[src/rtl/div_pkg.sv]
// Shared types and constants for the divider issue controller.
package div_pkg;

    typedef struct packed {
        int unsigned TRANS_ID_BITS;
    } div_cfg_t;

    localparam div_cfg_t div_cfg_empty = '{TRANS_ID_BITS: 32'd3};

    typedef enum logic [1:0] {
        DIV_IDLE  = 2'd0,
        DIV_ISSUE = 2'd1,
        DIV_WAIT  = 2'd2,
        DIV_RESP  = 2'd3
    } div_ctrl_state_e;

    // Bit positions inside fu_op_i = {word, rem, signed}
    localparam int unsigned DIV_OP_SIGNED_BIT = 0;
    localparam int unsigned DIV_OP_REM_BIT    = 1;
    localparam int unsigned DIV_OP_WORD_BIT   = 2;

endpackage

[src/rtl/div_issue_ctrl_operand_prep.sv]
// Word-op operand conditioning: sign- or zero-extend the low 32 bits of a and b.
module div_operand_prep #(
    parameter int unsigned WIDTH = 64
) (
    input  logic [WIDTH-1:0] a_i,
    input  logic [WIDTH-1:0] b_i,
    input  logic             word_i,
    input  logic             signed_i,
    output logic [WIDTH-1:0] a_o,
    output logic [WIDTH-1:0] b_o
);

    always_comb begin
        a_o = a_i;
        b_o = b_i;
        if (word_i) begin
            if (signed_i) begin
                a_o = {{(WIDTH-32){a_i[31]}}, a_i[31:0]};
                b_o = {{(WIDTH-32){b_i[31]}}, b_i[31:0]};
            end else begin
                a_o = {{(WIDTH-32){1'b0}}, a_i[31:0]};
                b_o = {{(WIDTH-32){1'b0}}, b_i[31:0]};
            end
        end
    end

endmodule

[src/rtl/div_issue_ctrl.sv]
// Single-entry requester for the serial divider: prepares operands, issues one request,
// collects and finishes the result, and holds it until writeback takes it.
module div_issue_ctrl
    import div_pkg::*;
#(
    parameter div_cfg_t    CVA6Cfg = div_cfg_empty,
    parameter int unsigned WIDTH   = 64
) (
    input  logic                              clk_i,
    input  logic                              rst_ni,
    input  logic                              flush_i,
    input  logic                              fu_valid_i,
    output logic                              fu_ready_o,
    input  logic [2:0]                        fu_op_i,
    input  logic [WIDTH-1:0]                  fu_a_i,
    input  logic [WIDTH-1:0]                  fu_b_i,
    input  logic [CVA6Cfg.TRANS_ID_BITS-1:0]  fu_id_i,
    output logic                              div_vld_o,
    input  logic                              div_rdy_i,
    output logic [CVA6Cfg.TRANS_ID_BITS-1:0]  div_id_o,
    output logic [WIDTH-1:0]                  div_a_o,
    output logic [WIDTH-1:0]                  div_b_o,
    output logic [1:0]                        div_opcode_o,
    output logic                              div_flush_o,
    input  logic                              div_out_vld_i,
    output logic                              div_out_rdy_o,
    input  logic [CVA6Cfg.TRANS_ID_BITS-1:0]  div_out_id_i,
    input  logic [WIDTH-1:0]                  div_res_i,
    output logic                              wb_valid_o,
    input  logic                              wb_ready_i,
    output logic [CVA6Cfg.TRANS_ID_BITS-1:0]  wb_id_o,
    output logic [WIDTH-1:0]                  wb_result_o,
    output logic                              id_mismatch_o,
    output logic [1:0]                        dbg_state_o
);

    // Handshakes: a transfer happens on a cycle where both valid and ready are high at the
    // rising clock edge; valid never depends on ready, and flush aborts without a transfer.

    localparam logic [1:0] S_IDLE  = DIV_IDLE;
    localparam logic [1:0] S_ISSUE = DIV_ISSUE;
    localparam logic [1:0] S_WAIT  = DIV_WAIT;
    localparam logic [1:0] S_RESP  = DIV_RESP;

    logic [1:0]                       state_q;
    logic [WIDTH-1:0]                 a_q, b_q, res_q;
    logic [1:0]                       op_q;
    logic [CVA6Cfg.TRANS_ID_BITS-1:0] id_q;
    logic                             word_q;
    logic                             mismatch_q;

    logic [WIDTH-1:0] prep_a, prep_b, res_fin;

    div_operand_prep #(.WIDTH(WIDTH)) u_operand_prep (
        .a_i      (fu_a_i),
        .b_i      (fu_b_i),
        .word_i   (fu_op_i[DIV_OP_WORD_BIT]),
        .signed_i (fu_op_i[DIV_OP_SIGNED_BIT]),
        .a_o      (prep_a),
        .b_o      (prep_b)
    );

    // Word results are always sign-extended, including unsigned word ops.
    assign res_fin = word_q ? {{(WIDTH-32){div_res_i[31]}}, div_res_i[31:0]} : div_res_i;

    always_ff @(posedge clk_i or negedge rst_ni) begin
        if (!rst_ni) begin
            state_q    <= S_IDLE;
            a_q        <= '0;
            b_q        <= '0;
            op_q       <= '0;
            id_q       <= '0;
            word_q     <= 1'b0;
            res_q      <= '0;
            mismatch_q <= 1'b0;
        end else if (flush_i) begin
            state_q <= S_IDLE;
        end else begin
            case (state_q)
                S_IDLE: begin
                    if (fu_valid_i && div_rdy_i) begin
                        state_q <= S_ISSUE;
                        a_q     <= prep_a;
                        b_q     <= prep_b;
                        op_q    <= {fu_op_i[DIV_OP_REM_BIT], fu_op_i[DIV_OP_SIGNED_BIT]};
                        word_q  <= fu_op_i[DIV_OP_WORD_BIT];
                        id_q    <= fu_id_i;
                    end
                end
                S_ISSUE: state_q <= S_WAIT;
                S_WAIT: begin
                    if (div_out_vld_i) begin
                        state_q <= S_RESP;
                        res_q   <= res_fin;
                        if (div_out_id_i != id_q) begin
                            mismatch_q <= 1'b1;
                        end
                    end
                end
                S_RESP: begin
                    if (wb_ready_i) begin
                        state_q <= S_IDLE;
                    end
                end
                default: state_q <= S_IDLE;
            endcase
        end
    end

    assign fu_ready_o    = (state_q == S_IDLE) && div_rdy_i && !flush_i;
    assign div_vld_o     = (state_q == S_ISSUE);
    assign div_out_rdy_o = (state_q == S_WAIT);
    assign wb_valid_o    = (state_q == S_RESP);
    assign div_flush_o   = flush_i;
    assign div_id_o      = id_q;
    assign div_a_o       = a_q;
    assign div_b_o       = b_q;
    assign div_opcode_o  = op_q;
    assign wb_id_o       = id_q;
    assign wb_result_o   = res_q;
    assign id_mismatch_o = mismatch_q;
    assign dbg_state_o   = state_q;

endmodule

[config.mk]
export PLATFORM = sky130hd
export DESIGN_NAME = div_issue_ctrl
export DESIGN_NICKNAME = d
export VERILOG_FILES = /design/src/rtl/div_pkg.sv /design/src/rtl/div_issue_ctrl_operand_prep.sv /design/src/rtl/div_issue_ctrl.sv
export SDC_FILE = /design/constraint.sdc
export NUM_CORES = 1
export LEC_CHECK = 0
export CORE_AREA = 3 3 180 182
export CTS_CLUSTER_DIAMETER = 120
export DETAILED_ROUTE_END_ITERATION = 8
export DIE_AREA = 0 0 183 185
export GPL_ROUTABILITY_DRIVEN = 0
export PLACE_DENSITY = 0.63
export SLEW_MARGIN = 40
export SYNTH_ARGS = -nofsm -noshare
export SYNTH_HDL_FRONTEND = slang
export SYNTH_HIERARCHICAL = 1
export SYNTH_SLANG_ARGS = --single-unit
[constraint.sdc]
create_clock -name clk_i -period 4.6 [get_ports clk_i]
set_input_delay 0.92 -clock clk_i [delete_from_list [all_inputs] [get_ports clk_i]]
set_output_delay 0.92 -clock clk_i [all_outputs]
set_load 0.01 [all_outputs]
# ---- Word level (Yosys, flattened, before mapping)
# Index checks and enable logic that the tools add are counted.
dict set report totals {
  reg_bits 201
  in_bits 208
  out_inout_bits 208
  word_cells 35
}
dict set report classes {
  n_eq_ne 7
  n_mux 10
  bitwise_logic 1
  n_reduce_logical 9
}
# op n
set op_table {}
lappend op_table {{two-way mux 64 bit} 5}
lappend op_table {{AND reduction 3 bit} 3}
lappend op_table {{two-way mux 2 bit} 4}
lappend op_table {{one-hot mux 2 bit (4 select lines)} 1}
lappend op_table {{!= test 3 bit (second input constant)} 2}
lappend op_table {{== test 2 bit (second input constant)} 2}
lappend op_table {{AND reduction 4 bit} 1}
lappend op_table {{logical AND 1 bit} 3}
lappend op_table {{!= test 3 x 2 -> 1 bit (second input constant)} 1}
lappend op_table {{!= test 3 bit} 1}
lappend op_table {{== test 2 x 1 -> 1 bit (second input constant)} 1}
lappend op_table {{logical NOT 2 bit} 1}
lappend op_table {{logical NOT 1 bit} 1}
lappend op_table {{NOT 1 bit} 1}

# ---- Logic depth before layout (Yosys ltp)
dict set report depth {
  word_depth 4
  depth_mapped 7
  mapped_depth_nobuf 5
}

# ---- Modules after synthesis
# Netlist, hierarchy kept.
# mod instances cells_per_inst area_each_um2 seq_area_each_um2
set modules_own_cells {}
lappend modules_own_cells {div_issue_ctrl 1 526 7998.9 5029.8}
lappend modules_own_cells {div_operand_prep 1 207 1226.2 0.0}

# ---- Worst setup path after synthesis
# No wires, ideal clock.
dict set report synth_timing {
  path_type {input to output}
  from {input port flush_i}
  to {output port fu_ready_o}
  arrival_time_ns 1.158
  t_required_ns 3.680
  path_slack_ns 2.522
  path_stages 2
  n_path_buf 0
  cell_sequence {inv_2 -> and3_1}
}
dict set report synth_via {
  elab_chain_len 2
}
# item line_no
set synth_lines {}
lappend synth_lines {{from (decl)} div_issue_ctrl.sv:11} ;# input logic flush_i,
lappend synth_lines {{logical NOT 1 bit} div_issue_ctrl.sv:110} ;# assign fu_ready_o = (state_q == S_IDLE) && div_rdy_i && !flush_i;
lappend synth_lines {{logical AND 1 bit} div_issue_ctrl.sv:110}
lappend synth_lines {{to (decl)} div_issue_ctrl.sv:13} ;# output logic fu_ready_o,
# No other way between the ends.

# ---- Worst setup path in the final report
# Same ends and word-level chain as after synthesis.

==> flow_metrics.tcl <==
set metrics [dict create \
    status "completed" \
    slew_headroom_pct 51.4 \
    place_inst 1441 \
    dieArea_sq_um 33900 \
    peakVddDrop_uv 297 \
    reg2reg_slack_ns 2.30 \
    grt_max_degree 98 \
    rr_endpoint "div_a_o[30]$_DFFE_PN0P_" \
    portBuffers 415 \
    area_delta_synth_final_pct 52.0 \
    stdcell_count 1485 \
    ioPinCount 416 \
    startpoint_type "input pin" \
    syn-cell-area_sq_um 9230 \
    synth_seq_cells 201 \
    wire_per_inst_um 18.2 \
    grt-ovfl-total 0 \
    start_util_pct 30.0 \
    ff2ff_path_depth 5 \
    vias_per_cell 4.41 \
    hold_violations 0 \
    clockBufferDepth 3 \
    min_path_type "input pin to async pin" \
    setup_tns_ns 0 \
    fin_crit_ns 3.18 \
    p_sw_share_pct 29.8 \
    finalMaxSlewViolations 0 \
    cts_sinks 201 \
    drt_iter0_markers 209 \
    insertion_delay_ns 0.51 \
    period_share_pct 69.2 \
    numCtsBuffers 25 \
    setup-violations-final 0 \
    synth-edff-count 0 \
    p_leak_nw 6.35 \
    avgSynthCellArea_sq_um 12.6 \
    synth_fp_nets 946 \
    p_int_w 0.00619 \
    crit_arrival_ns 2.26 \
    finClkSkew_ns 0.0111 \
    dr.pass1.iters 4 \
    path_class "input pin to output port" \
    grt_pass1_wl_um 41000 \
    worstSetupEndpointType "output port" \
    root_buffer "clkbuf_16" \
    synth_flop_cell "dfrtp_1" \
    grt_pass1_vias 7024 \
    synth_cell_types 31 \
    powerDensity_nw_per_um2 629 \
    num_vias 6553 \
    ctsResizeCount 0 \
    maxCapViolations 0 \
    post_cts_buffers 0 \
    fin_nets 1285 \
    ys_seq_area_share_pct 54.5 \
    rsz0062_at_grt "false" \
    pwr-share-seq_pct 34.4 \
    async_reset_ff_share_pct 100 \
    die_w_um 183 \
    place.detailed.hpwl_um 19100 \
    critPathRequiredTime_ns 3.68 \
    synth.yosys.warnings 6 \
    max_freq_ghz 0.314 \
    rows 64 \
    chipHeight_um 185 \
    pwr-share-comb_pct 43.1 \
    tightest_slew_ns 0.729 \
    drc 0 \
    drt-total-wl_um 27000 \
    ctsHoldBuffers 0 \
    antenna_found_initial 0 \
    gr-usage-all-layers_pct 15.2 \
    layout-drive-gt1-share_pct 21.3 \
    layout_common_cells "clkdlybuf4s50_1 (413), dfrtp_1 (201), mux2_2 (106)" \
    crit_fanout 4 \
    core-area_sq_um 30700 \
    path_clk_slew_ns 0.06 \
    drt.antenna.violating_nets 0 \
    htree_levels 1 \
    r2r-start "dbg_state_o[0]$_DFFE_PN0P_" \
    p_clk_share_pct 22.5 \
    syn-instance-count 733 \
    diodes 0 \
    p_sw_w 0.00263 \
    cts_tree "built" \
    final_common_cell "clkdlybuf4s50_1" \
]
[registers in the layout (all words and copies together), names as in the netlist]
register,count
id_mismatch_o,1
word_q,1
div_id_o,3
div_b_o,64
div_a_o,64
div_opcode_o,2
wb_result_o,64
dbg_state_o,2
[cells in the mapped netlist, types with 5 or more instances]
| cell type | n | area (sq um) |
|---|---|---|
| buf_4 | 70 | 526 |
| mux2_2 | 106 | 1190 |
| ha_1 | 5 | 62.6 |
| inv_1 | 67 | 251 |
| o21ai_0 | 83 | 415 |
| a21oi_1 | 32 | 160 |
| clkbuf_1 | 11 | 41.3 |
| buf_2 | 15 | 75.1 |
| nand2_1 | 32 | 120 |
| mux2_4 | 60 | 901 |
| o21ai_2 | 11 | 96.3 |
| buf_6 | 13 | 146 |
| dfrtp_1 | 201 | 5030 |
[layer usage]
| layer | wire length [um] | part of all wire [%] | track usage (%) |
|---|---|---|---|
| met5 | 0 | 0 | 0 |
| met4 | 670 | 2.5 | 4.63 |
| met3 | 1820 | 6.7 | 3.83 |
| met2 | 13400 | 50 | 26.6 |
| met1 | 11100 | 41 | 18.7 |
[logic make-up after synthesis]
logic type / count (synthesis) / share of synthesized area, %
fa+ha+maj: 5 / 0.678
xor+xnor: 3 / 0.285
compound gates: 134 / 7.91
mux: 166 / 22.7
buf+inv: 180 / 11.5
flops: 201 / 54.5
simple gates: 44 / 2.43
[critical path, stage by stage]
cell and delay (ns):
clkdlybuf4s50_1 0.49, inv_2 0.14, and3_1 0.18, clkdlybuf4s50_1 0.54
[through the flow]
| step | hold slack [ns] | setup WS [ns] | util [%] | total power, W | instance area (sq um) |
|---|---|---|---|---|---|
| floorplan | 0.494 | 2.52 | - | 0.00467 | 9230 |
| global placement | 0.463 | 1.40 | 42.8 | 0.00684 | 13200 |
| detailed placement | 0.469 | 1.42 | 42.9 | 0.00690 | 13200 |
| CTS | 0.473 | 1.41 | 45.6 | 0.00896 | 14000 |
| global route | 0.491 | 1.36 | 45.6 | 0.00932 | 14000 |
| finish | 0.451 | 1.42 | 45.6 | 0.00882 | 14000 |
[how the worst max path moves through the flow]
stage                 endpoint     from  depth (start not counted)  slack (ns)
detailed placement  fu_ready_o  flush_i                          4        1.42
floorplan           fu_ready_o  flush_i                          2        2.52
CTS                 fu_ready_o  flush_i                          4        1.41
global placement    fu_ready_o  flush_i                          4        1.40
finish              fu_ready_o  flush_i                          4        1.42
global route        fu_ready_o  flush_i                          4        1.36
[layout make-up]
cell class / count / area [sq um]
Clock buffer: 35 / 703
Inverter: 68 / 255
Clock inverter: 9 / 124
Sequential cell: 201 / 5030
Timing Repair Buffer: 424 / 4270
Fill cell: 2849 / 16700
Multi-Input combinational cell: 352 / 3150
Tap cell: 396 / 495
[power groups by stage]
stage          Clock, W  Combinational (W)  Sequential, W
5_1_grt         0.00213            0.00403        0.00315
3_5_place_dp          0            0.00384        0.00306
6_report        0.00198            0.00380        0.00304
4_1_cts         0.00205            0.00386        0.00304
2_1_floorplan         0            0.00126        0.00341
3_3_place_gp          0            0.00380        0.00303
No activity file was read; power rests on OpenSTA's default activity.
